===== src/rtl/aux_pkg.sv =====
// Shared types and AUX bus bit positions for the aux command driver.
package aux_pkg;

  typedef enum logic [1:0] {
    OP_WRITE  = 2'd0,
    OP_LOAD   = 2'd1,
    OP_MATMUL = 2'd2,
    OP_READ   = 2'd3
  } op_e;

  typedef enum logic [2:0] {
    ST_IDLE     = 3'd0,
    ST_SETUP    = 3'd1,
    ST_STROBE   = 3'd2,
    ST_HOLD     = 3'd3,
    ST_WAIT_IRQ = 3'd4,
    ST_RESP     = 3'd5
  } state_e;

  localparam int WR_BIT  = 0;
  localparam int LD_BIT  = 1;
  localparam int IDX_LSB = 2;
  localparam int REG_LSB = 5;

endpackage


===== src/rtl/aux_cmd_driver.sv =====
// Sequences one command at a time onto the core AUX bus with setup/strobe/hold timing.
// Optional macro AUX_TIMEOUT_EN adds a WAIT_IRQ timeout that reports rsp_err=1.
module aux_cmd_driver
  import aux_pkg::*;
#(
  parameter int SETUP_CYCLES   = 2,
  parameter int HOLD_CYCLES    = 2,
  parameter int TIMEOUT_CYCLES = 1024
) (
  input  logic       clk,
  input  logic       rst,
  input  logic       cmd_valid,
  output logic       cmd_ready,
  input  logic [1:0] cmd_op,
  input  logic [2:0] cmd_idx,
  input  logic [3:0] cmd_reg,
  input  logic [7:0] cmd_data,
  output logic       rsp_valid,
  input  logic       rsp_ready,
  output logic [7:0] rsp_data,
  output logic       rsp_err,
  output logic       core_en,
  output logic [8:0] aux,
  output logic [7:0] core_data_in,
  input  logic [7:0] core_data_out,
  input  logic       core_irq
);

  localparam int MAX_SH = (SETUP_CYCLES > HOLD_CYCLES) ? SETUP_CYCLES : HOLD_CYCLES;
  localparam int MAX_CNT = (MAX_SH > TIMEOUT_CYCLES) ? MAX_SH : TIMEOUT_CYCLES;
  localparam int CNT_W = ($clog2(MAX_CNT + 1) > 0) ? $clog2(MAX_CNT + 1) : 1;
  localparam logic [CNT_W-1:0] SETUP_LAST = CNT_W'(SETUP_CYCLES - 1);
  localparam logic [CNT_W-1:0] HOLD_LAST  = CNT_W'(HOLD_CYCLES - 1);

  state_e           r_state;
  state_e           w_next;
  state_e           w_after_hold;
  logic [CNT_W-1:0] r_cnt;
  op_e              r_op;
  logic [2:0]       r_idx;
  logic [3:0]       r_reg;
  logic [7:0]       r_data;
  logic [7:0]       r_rsp_data;
  logic             r_irq_prev;
  logic             r_core_en;
  logic             w_accept;
  logic             w_edge;
  logic             w_read_sample;
  logic             w_count;

  assign w_accept     = cmd_valid && (r_state == ST_IDLE);
  assign w_edge       = core_irq && !r_irq_prev;
  assign w_after_hold = (r_op == OP_MATMUL) ? ST_WAIT_IRQ : ST_RESP;
  // With no hold window the read sample falls on the strobe cycle instead.
  assign w_read_sample = (r_op == OP_READ) &&
                         (((r_state == ST_HOLD) && (r_cnt == HOLD_LAST)) ||
                          ((HOLD_CYCLES == 0) && (r_state == ST_STROBE)));

`ifdef AUX_TIMEOUT_EN
  localparam logic [CNT_W-1:0] TIMEOUT_LAST = CNT_W'(TIMEOUT_CYCLES - 1);
  logic r_rsp_err;
  logic w_timeout;
  assign w_timeout = (r_state == ST_WAIT_IRQ) && !w_edge && (r_cnt == TIMEOUT_LAST);
  assign rsp_err   = r_rsp_err;
`else
  assign rsp_err   = 1'b0;
`endif

  always_ff @(posedge clk) begin
    if (rst) r_state <= ST_IDLE;
    else     r_state <= w_next;
  end

  always_comb begin
    w_next    = r_state;
    cmd_ready = 1'b0;
    rsp_valid = 1'b0;
    aux       = '0;
    aux[IDX_LSB +: 3] = r_idx;
    aux[REG_LSB +: 4] = r_reg;
    unique case (r_state)
      ST_IDLE: begin
        cmd_ready = 1'b1;
        if (w_accept) w_next = (SETUP_CYCLES == 0) ? ST_STROBE : ST_SETUP;
      end
      ST_SETUP: if (r_cnt == SETUP_LAST) w_next = ST_STROBE;
      ST_STROBE: begin
        aux[WR_BIT] = (r_op == OP_WRITE) || (r_op == OP_MATMUL);
        aux[LD_BIT] = (r_op == OP_LOAD)  || (r_op == OP_MATMUL);
        w_next = (HOLD_CYCLES == 0) ? w_after_hold : ST_HOLD;
      end
      ST_HOLD: if (r_cnt == HOLD_LAST) w_next = w_after_hold;
      ST_WAIT_IRQ: begin
        if (w_edge) w_next = ST_RESP;
`ifdef AUX_TIMEOUT_EN
        else if (w_timeout) w_next = ST_RESP;
`endif
      end
      ST_RESP: begin
        rsp_valid = 1'b1;
        if (rsp_ready) w_next = ST_IDLE;
      end
      default: w_next = ST_IDLE;
    endcase
  end

  // The counter restarts on every state change, so it never passes the
  // current state's terminal count and cannot wrap.
`ifdef AUX_TIMEOUT_EN
  assign w_count = (r_state == ST_SETUP) || (r_state == ST_HOLD) || (r_state == ST_WAIT_IRQ);
`else
  assign w_count = (r_state == ST_SETUP) || (r_state == ST_HOLD);
`endif

  always_ff @(posedge clk) begin
    if (rst)                    r_cnt <= '0;
    else if (w_next != r_state) r_cnt <= '0;
    else if (w_count)           r_cnt <= r_cnt + 1'b1;
  end

  always_ff @(posedge clk) begin
    if (rst) begin
      r_op       <= OP_WRITE;
      r_idx      <= '0;
      r_reg      <= '0;
      r_data     <= '0;
      r_rsp_data <= '0;
      r_irq_prev <= 1'b0;
      r_core_en  <= 1'b0;
`ifdef AUX_TIMEOUT_EN
      r_rsp_err  <= 1'b0;
`endif
    end else begin
      r_core_en  <= 1'b1;
      r_irq_prev <= core_irq;
      if (w_accept) begin
        r_op       <= op_e'(cmd_op);
        r_idx      <= cmd_idx;
        r_reg      <= cmd_reg;
        r_data     <= cmd_data;
        r_rsp_data <= '0;
`ifdef AUX_TIMEOUT_EN
        r_rsp_err  <= 1'b0;
`endif
      end
      if (w_read_sample) r_rsp_data <= core_data_out;
`ifdef AUX_TIMEOUT_EN
      if (w_timeout) r_rsp_err <= 1'b1;
`endif
    end
  end

  assign core_en      = r_core_en;
  assign core_data_in = r_data;
  assign rsp_data     = r_rsp_data;

endmodule


===== config.mk =====
export PLATFORM = sky130hd
export DESIGN_NAME = aux_cmd_driver
export DESIGN_NICKNAME = d
export VERILOG_FILES = /design/src/rtl/aux_pkg.sv /design/src/rtl/aux_cmd_driver.sv
export SDC_FILE = /design/constraint.sdc
export NUM_CORES = 1
export LEC_CHECK = 0
export ABC_AREA = 1
export BUFFER_PORTS_ARGS = -buffer_cell sky130_fd_sc_hd__buf_2
export CORE_MARGIN = 10
export CORE_UTILIZATION = 23
export DETAILED_ROUTE_END_ITERATION = 16
export GPL_TIMING_DRIVEN = 0
export SLEW_MARGIN = 20
export SYNTH_ARGS = -nofsm -noshare
export SYNTH_HDL_FRONTEND = slang
export SYNTH_SLANG_ARGS = --single-unit
export TNS_END_PERCENT = 100

===== constraint.sdc =====
create_clock -name clk -period 1.75 [get_ports clk]
set_input_delay 0.0875 -clock clk [delete_from_list [all_inputs] [get_ports clk]]
set_output_delay 0.0875 -clock clk [all_outputs]
set_load 0.005 [all_outputs]

======== Word level (Yosys, flattened, before mapping) ========
Index checks and enable logic that the tools add are counted.
Widths: inputs -> output; s select.
word-level totals
  register bits after elaboration ......... 41
  bits of input ports ..................... 30
  output and inout port bits .............. 29
  word-level logic and storage cells ...... 45
operators by class
  add/subtract/negate cells ............... 1
  equality and inequality tests ........... 10
  multiplexer cells ....................... 13
  reductions and logical operators ........ 12
operator list
  kind                   count
  $pmux 3 s6             1
  $mux 8                 2
  $mux 3                 5
  $add 11x1->11 const B  1
  $eq 11x1->1 const B    1
  $eq 3x2->1 const B     2
  $eq 3x3->1 const B     2
  $eq 2x2->1 const B     2
  $logic_and 1x1->1      4
  $mux 1                 4
  $eq 3x1->1 const B     1
  $logic_not 3->1        1
  $logic_or 1x1->1       3
  $ne 3x3->1             1
  $eq 2x1->1 const B     1
  $logic_not 2->1        1
  $mux 2                 1
  $reduce_bool 2->1      1
  $reduce_or 2->1        1
  $logic_not 1->1        1

======== Logic depth before layout (Yosys ltp) ========
Gate-level depths: netlist (run 1).
  depth after elaboration ................. 6
  depth in mapped cells ................... 11
  gate-level depth less buffers ........... 11

======== Least setup slack after synthesis (run 1) ========
OpenSTA, ideal clock, no wires.
  path kind ............................... flip-flop to flip-flop
  from .................................... reg r_cnt[0]
  to ...................................... reg r_cnt[7]
  arrival ................................. 1307 ps
  path slack .............................. 324 ps
  cell stages (with the launch flop) ...... 10
  path buffers ............................ 1
  path through ............................ dfxtp_1 ha_1 nand2_1 nor2_1 nand2_1 nor2_1 nor2_1 nand3_1 buf_6 nor2_2
between the ends
  word-level cells in the longest chain between the ends .. 5
  elaborated cells between the ends (all ways) .. 7
  classes of those cells .................. add/sub (1); eq/ne (2); mux (3); reduce/logical (1)
RTL lines
  element                           RTL line                                    RTL
  start, declared                   aux_cmd_driver.sv:38                        logic [CNT_W-1:0] r_cnt;
  start signal, assigned            aux_cmd_driver.sv:118                       else if (w_count) r_cnt <= r_cnt + 1'b1;
  $eq 11x1->1                       aux_cmd_driver.sv:86, aux_cmd_driver.sv:92
  $mux 3, on equally long branches  aux_cmd_driver.sv:92, aux_cmd_driver.sv:86
  $pmux 3 s6                        aux_cmd_driver.sv:81                        unique case (r_state)
  $ne 3x3->1                        aux_cmd_driver.sv:117                       else if (w_next != r_state) r_cnt <= '0;
  $reduce_or 2->1 (no source line)  --
Parallel ways exist; a longest one is shown, timed or not.
A chain may end at the register's enable or synchronous reset.

======== Final worst setup path (run 1) ========
  from .................................... reg r_state[1]
  to ...................................... out cmd_ready
between the ends
  word-level cells in the longest chain between the ends .. 2
RTL lines
  element                 RTL line              RTL
  start, declared         aux_cmd_driver.sv:35  state_e r_state;
  start signal, assigned  aux_cmd_driver.sv:71  else r_state <= w_next;
  $logic_not 3->1         aux_cmd_driver.sv:81
  $mux 1                  aux_cmd_driver.sv:81
  end, declared           aux_cmd_driver.sv:13  output logic cmd_ready,
No other way between the ends.

==> results.md, run 1 <==
* Worst-Skew Late Latency at 0.29 ns
* Root buffer cell: clkbuf_8
* H-tree levels at 2
* Vias per inst at 4.13
* Worst setup SP type: register
* Maxcap violations at 0
* CP Capture Type: output pin
* Rel. slew slack at 66.1%
* DRC at 0
* Finish-stage setup viols at 0
* Drt pass-1 iters at 4
* Distinct cells, synth at 25
* Warnings from Yosys at 0
* Detailed placer's ending HPWL at 3650 um
* FFs w/ async S/R, synth at 0%
* Critical path class: reg2out
* Final core area utilization at 30.2%
* Hold Path Depth at 3
* Seq/Total Area, Yosys at 44.8%
* Status: completed
* Core box area at 7730 um2
* Via count at 1692
* Drt first-iter violations at 64
* Port buffer count at 55
* Number of global-route vias before repair at 1634
* Top Ports at 59
* Seq. cell area at 822 um2
* Final Max Slew Viols at 0
* Clock sinks at 41
* Leak pwr at 1.02 nW
* Pin count of the biggest net entering global routing at 12
* Mapped Cells at 246
* CP Max Fanout at 10
* Worst Path Arrival at 1.51 ns
* Multi-input combinational cell area at 867 um2
* Place WS at 0.0785 ns
* Overall global routing resource usage at 7.82%
* Power Density at 827 nW/um2
* Post-synth EDFFs at 0
* CTS buffer count at 5
* Period utilization at 91.2%
* Clock tree buffer depth at 2
* TritonCTS clock tree: yes
* ANT nets after route at 0
* Final Skew at 0.00344 ns
* Largest Register: r_cnt
* Max FFs per register at 11
* Synthesized area at 1830 um2
* Syn Area/Cell at 7.45 um2
* Die span in y at 109 um
* Register bit total from synthesis at 41
* Clock Pin Slew Worst Setup and Hold Paths at 0.08 ns
* Filler cell count at 860
* Total power at 1.93 mW
* Top_reg_cell synth: dfxtp_1
* Share of cells above drive strength 1 at 29.2%
* Fmax at 627 MHz
* DRT Wirelength at 4690 um
* CP required at 1.66 ns
* Final Hold Fails at 0
* Maximum vdd drop at 0.379 mV
* Die footprint at 11900 um2
* Final WS setup at 0.154 ns
* FF-to-FF path depth at 11
* Net count reported at finish at 343
* Initial antenna violation count at 0
* Initial Util at 23.7%
* Diodes inserted at 0
* Row cnt at 32
* Die X at 109 um
* Net Count, Synth at 281
* Drt wl/cell at 11.4 um
* Final TNS setup at 0 ns
* Hold slack at 0.0139 ns
* Hold Path Class: in2reg
* Fin crit period at 1.60 ns
* GPL Wtd Cong at 0.801
* Worst-margin pin slew at 0.509 ns
* Synth-to-Final Area Change at 27.4%
* CTS Hold Buffers Added at 0
* Remaining Overflow, GRT at 0
* First-pass GRT wire length at 7580 um
==> area by class of cell <==
type                    instances  area share [%]
flip-flops and latches         41            35.2
repair buffers                 55            11.8
clock buffers                   7            3.70
well taps                     102            5.47
inverters                      25            4.02
multi-input cells             168            37.1
plain buffers                  12            2.68
==> stage by stage <==
step | area, um2 | std cells
6_report | 2330 | 410
2_1_floorplan | 1830 | 246
3_5_place_dp | 2240 | 403
3_3_place_gp | 2240 | 403
4_1_cts | 2320 | 410
5_1_grt | 2330 | 410
==> where the power goes <==
part	internal, mW	leakage (nW)	switching, mW
logic	0.123	0.643	0.190
clock network	0.313	0.0443	0.310
registers	0.975	0.335	0.0206
total	1.41	1.02	0.521
==> cells in the mapped netlist, types with 2 or more instances <==
library cell | n | area, um2
ha_1 | 5 | 62.6
o21ai_0 | 3 | 15.0
a31oi_1 | 3 | 18.8
nor3_2 | 3 | 30.0
inv_2 | 2 | 7.51
nor3_1 | 2 | 10.0
nand4_1 | 3 | 18.8
xor2_1 | 6 | 52.6
nor2_2 | 12 | 75.1
inv_1 | 22 | 82.6
clkbuf_1 | 4 | 15.0
a21oi_1 | 26 | 130
nor2_1 | 19 | 71.3
nand3_1 | 29 | 145
nand2_1 | 53 | 199
dfxtp_1 | 41 | 821
buf_2 | 5 | 25.0
==> worst paths after layout <==
check	from	to	slack, ns
worst max-delay path	r_state[1]$_SDFF_PP0_	cmd_ready	0.15
worst min-delay path	core_irq	r_irq_prev$_SDFF_PP0_	0.01
worst max register to register	r_cnt[1]$_SDFFE_PP0P_	rsp_data[3]$_SDFFE_PP0P_	0.16
worst min register to register	core_data_in[4]$_SDFFE_PP0P_	core_data_in[4]$_SDFFE_PP0P_	0.46
==> repair_timing <==
| action | CTS | global route |
|---|---|---|
| resized for setup | 0 | 4 |
| buffers inserted | 0 | 0 |
| endpoints found under the setup margin | 0 | 19 |
==> critical path, cell delays in order, from the launching register on <==
cell and delay (ns):
dfxtp_1 0.30, buf_2 0.17, nor3_4 0.34, buf_2 0.27, buf_2 0.14
==> layout by cell type, fill, tap and decap left out, types with 2 or more instances in the layout <==
cell / synthesis / layout
nor2_2: 12 / 14
o21ai_0: 3 / 3
nor3_1: 2 / 2
inv_2: 2 / 2
inv_1: 22 / 22
clkbuf_8: 0 / 6
a31oi_1: 3 / 3
nand3_1: 29 / 29
clkbuf_1: 4 / 5
nand2_1: 53 / 53
nor2_1: 19 / 17
ha_1: 5 / 5
buf_2: 5 / 60
a21oi_1: 26 / 26
xor2_1: 6 / 6
dfxtp_1: 41 / 40
nor3_2: 3 / 2
nand4_1: 3 / 3
==> cell families after synthesis <==
| kind of cell | after synthesis | synth area share, % |
|---|---|---|
| AND/OR/NAND/NOR | 123 | 30.9 |
| adder cells (fa/ha/maj) | 5 | 3.41 |
| XOR/XNOR | 6 | 2.87 |
| other | 1 | 0.205 |
| AO/OA/AOI/OAI | 33 | 9.35 |
| flip-flops | 41 | 44.8 |
| buffers and inverters | 37 | 8.53 |
==> metal layers <==
layer | part of all wire, % | GRT usage [%]
met1 | 47 | 9.78
met2 | 44 | 11.8
met3 | 8.1 | 3.83
met4 | 0.53 | 1.95
met5 | 0 | 0
(Power assumes the default switching activity.)
==> run 2, diff against run 1 <==
Settings changed: CORE_ASPECT_RATIO from default to 0.9.
==> run 2 against run 1 <==
- wire length up 2.8%
- clock skew up 0.0028 ns
- first-iteration DRC count up 69%
- die area about the same
- clock power up 8.8%
- sequential power about the same
- final cell count down 0.98%
- non-clock buffer count up 1
- sequential share of layout area down 0.47 points
- critical path depth unchanged
- critical endpoint unchanged
- largest power group unchanged
- highest routed layer unchanged
==> results.md, run 2 (synthesis results as in run 1) <==
* Status: completed
* Synth-to-Final Area Change at 29.3%
* Seq pwr share at 49.7%
* Port buffer count at 55
* Final Max Slew Viols at 0
* TritonCTS clock tree: yes
* Number of global-route vias before repair at 1801
* Maxcap violations at 0
* Final Skew at 0.00620 ns
* Multi-input combinational cell area at 877 um2
* Met1 Use GR at 10.2%
* Remaining Overflow, GRT at 0
* Maximum vdd drop at 0.395 mV
* RSZ-0062 raised after global routing: true
* Most common cell after layout, fill and taps aside: buf_2
* Pin count of the biggest net entering global routing at 13
* Max FFs per register at 11
* Worst-Skew Late Latency at 0.29 ns
* GPL Wtd Cong at 0.824
* Clk network pwr share at 33.8%
* Leak pwr at 1.04 nW
* Drt pass-1 iters at 4
* Die X at 114 um
* Initial Util at 23.9%
* Fmax at 628 MHz
* Die footprint at 11900 um2
* Root buffer cell: clkbuf_8
* Finish-stage setup viols at 0
* Filler cell count at 862
* Total power at 2.00 mW
* Largest Register: r_cnt
* Drt first-iter violations at 108
* CTS buffer count at 5
* Critical path class: reg2out
* Via count at 1734
* Met2 usage at 12.8%
* Cell Area, Placed at 2230 um2
* ANT nets after route at 0
* Drt wl/cell at 11.9 um
* CP Max Fanout at 10
* DRT Wirelength at 4820 um
* Seq. cell area at 823 um2
* Worst Path Arrival at 1.51 ns
* First-pass GRT wire length at 8460 um
* Net count reported at finish at 344
* Core box area at 7660 um2
* Die span in y at 105 um
* Diodes inserted at 0
* Comb pwr share at 16.5%
* Hold Path Class: in2reg
* Met3 usage at 4.00%
* Final Hold Fails at 0
* Int Power at 1.46 mW
* H-tree levels at 2
* Detailed placer's ending HPWL at 3720 um
* Overall global routing resource usage at 8.29%
* Share of cells above drive strength 1 at 31.9%
* DRC at 0
* CP required at 1.66 ns
* Final Cell Area at 2370 um2
* Switching power at 540 uW
* Initial antenna violation count at 0
* Commonest cells after routing, fill and taps aside: 58 x buf_2, 51 x nand2_1, 39 x dfxtp_1
* Vias per inst at 4.27
* GRT busiest layer: met2
* CP Capture Type: output pin
* Period utilization at 91.1%
* Power Density at 845 nW/um2
* Top Ports at 59
* Fin crit period at 1.59 ns
* Net Sw Frac at 27.0%
* Clock Pin Slew Worst Setup and Hold Paths at 0.08 ns
* Clock tree buffer depth at 2
* Clock sinks at 41
* Row cnt at 30
* Worst setup SP type: register
## run 2: cell types whose count changed in the layout (fill, tap and decap cells not counted), moves of 2 or more
cell	previous run	this run
nand2_1	53	51
buf_2	60	58
nand2_2	1	3
clkbuf_4	0	3
## run 2: critical path, cell delays in order, from the launching register on
cell and delay (ns):
dfxtp_1 0.30, buf_2 0.17, nor3_4 0.32, buf_2 0.28, buf_2 0.15
## run 2: cell type report
type	count	area share (%)
clock buffer	7	4.07
multi-input combinational	168	37.0
sequential	41	34.7
buffer	12	2.85
tap	96	5.07
inverter	25	4.12
timing repair buffer	56	11.9
clock inverter	1	0.211
## run 2: power groups by stage
stage          clock network, mW  logic, mW  registers (mW)
6_report                   0.678      0.330           0.995
5_1_grt                    0.748      0.380            1.00
4_1_cts                    0.708      0.316           0.995
3_5_place_dp                   0      0.315            1.02
3_3_place_gp                   0      0.310            1.01
2_1_floorplan                  0      0.195            1.02
## run 2: path summary, 6_finish.rpt
check             depth (start not counted)                        to                      from  slack (ns)
hold reg to reg                           2  rsp_data[6]$_SDFFE_PP0P_  rsp_data[6]$_SDFFE_PP0P_        0.46
hold / removal                            3     r_irq_prev$_SDFF_PP0_                  core_irq        0.01
setup reg to reg                         10     r_cnt[3]$_SDFFE_PP0P_     r_cnt[1]$_SDFFE_PP0P_        0.16
setup / recovery                          4                 cmd_ready     r_state[1]$_SDFF_PP0_        0.16
## run 2: stage by stage
stage	setup WS (ns)	TNS (ns)	hold WS, ns	std cells	utilization, %
after global placement	0.0757	0	0.303	397	29.1
after floorplan	0.324	0	0.212	246	-
after CTS	0.0266	0	0.00513	405	30.4
after global routing	-0.0310	-0.108	0.0488	406	30.9
after detailed placement	0.0412	0	0.312	397	29.1
final	0.157	0	0.0116	406	30.9
## run 2: routing by layer
metal | vias to the layer above | part of all wire (%)
met2 | 39 | 44
met1 | 776 | 48
met3 | 5 | 8.1
met4 | 0 | 0.71
met5 | - | 0
li1 | 914 | -
## run 2: timing repair
item	CTS	global route
resized for setup	0	13
setup endpoints to repair	0	19
hold buffers	0	0
hold endpoints to repair	0	0
buffers inserted	0	0
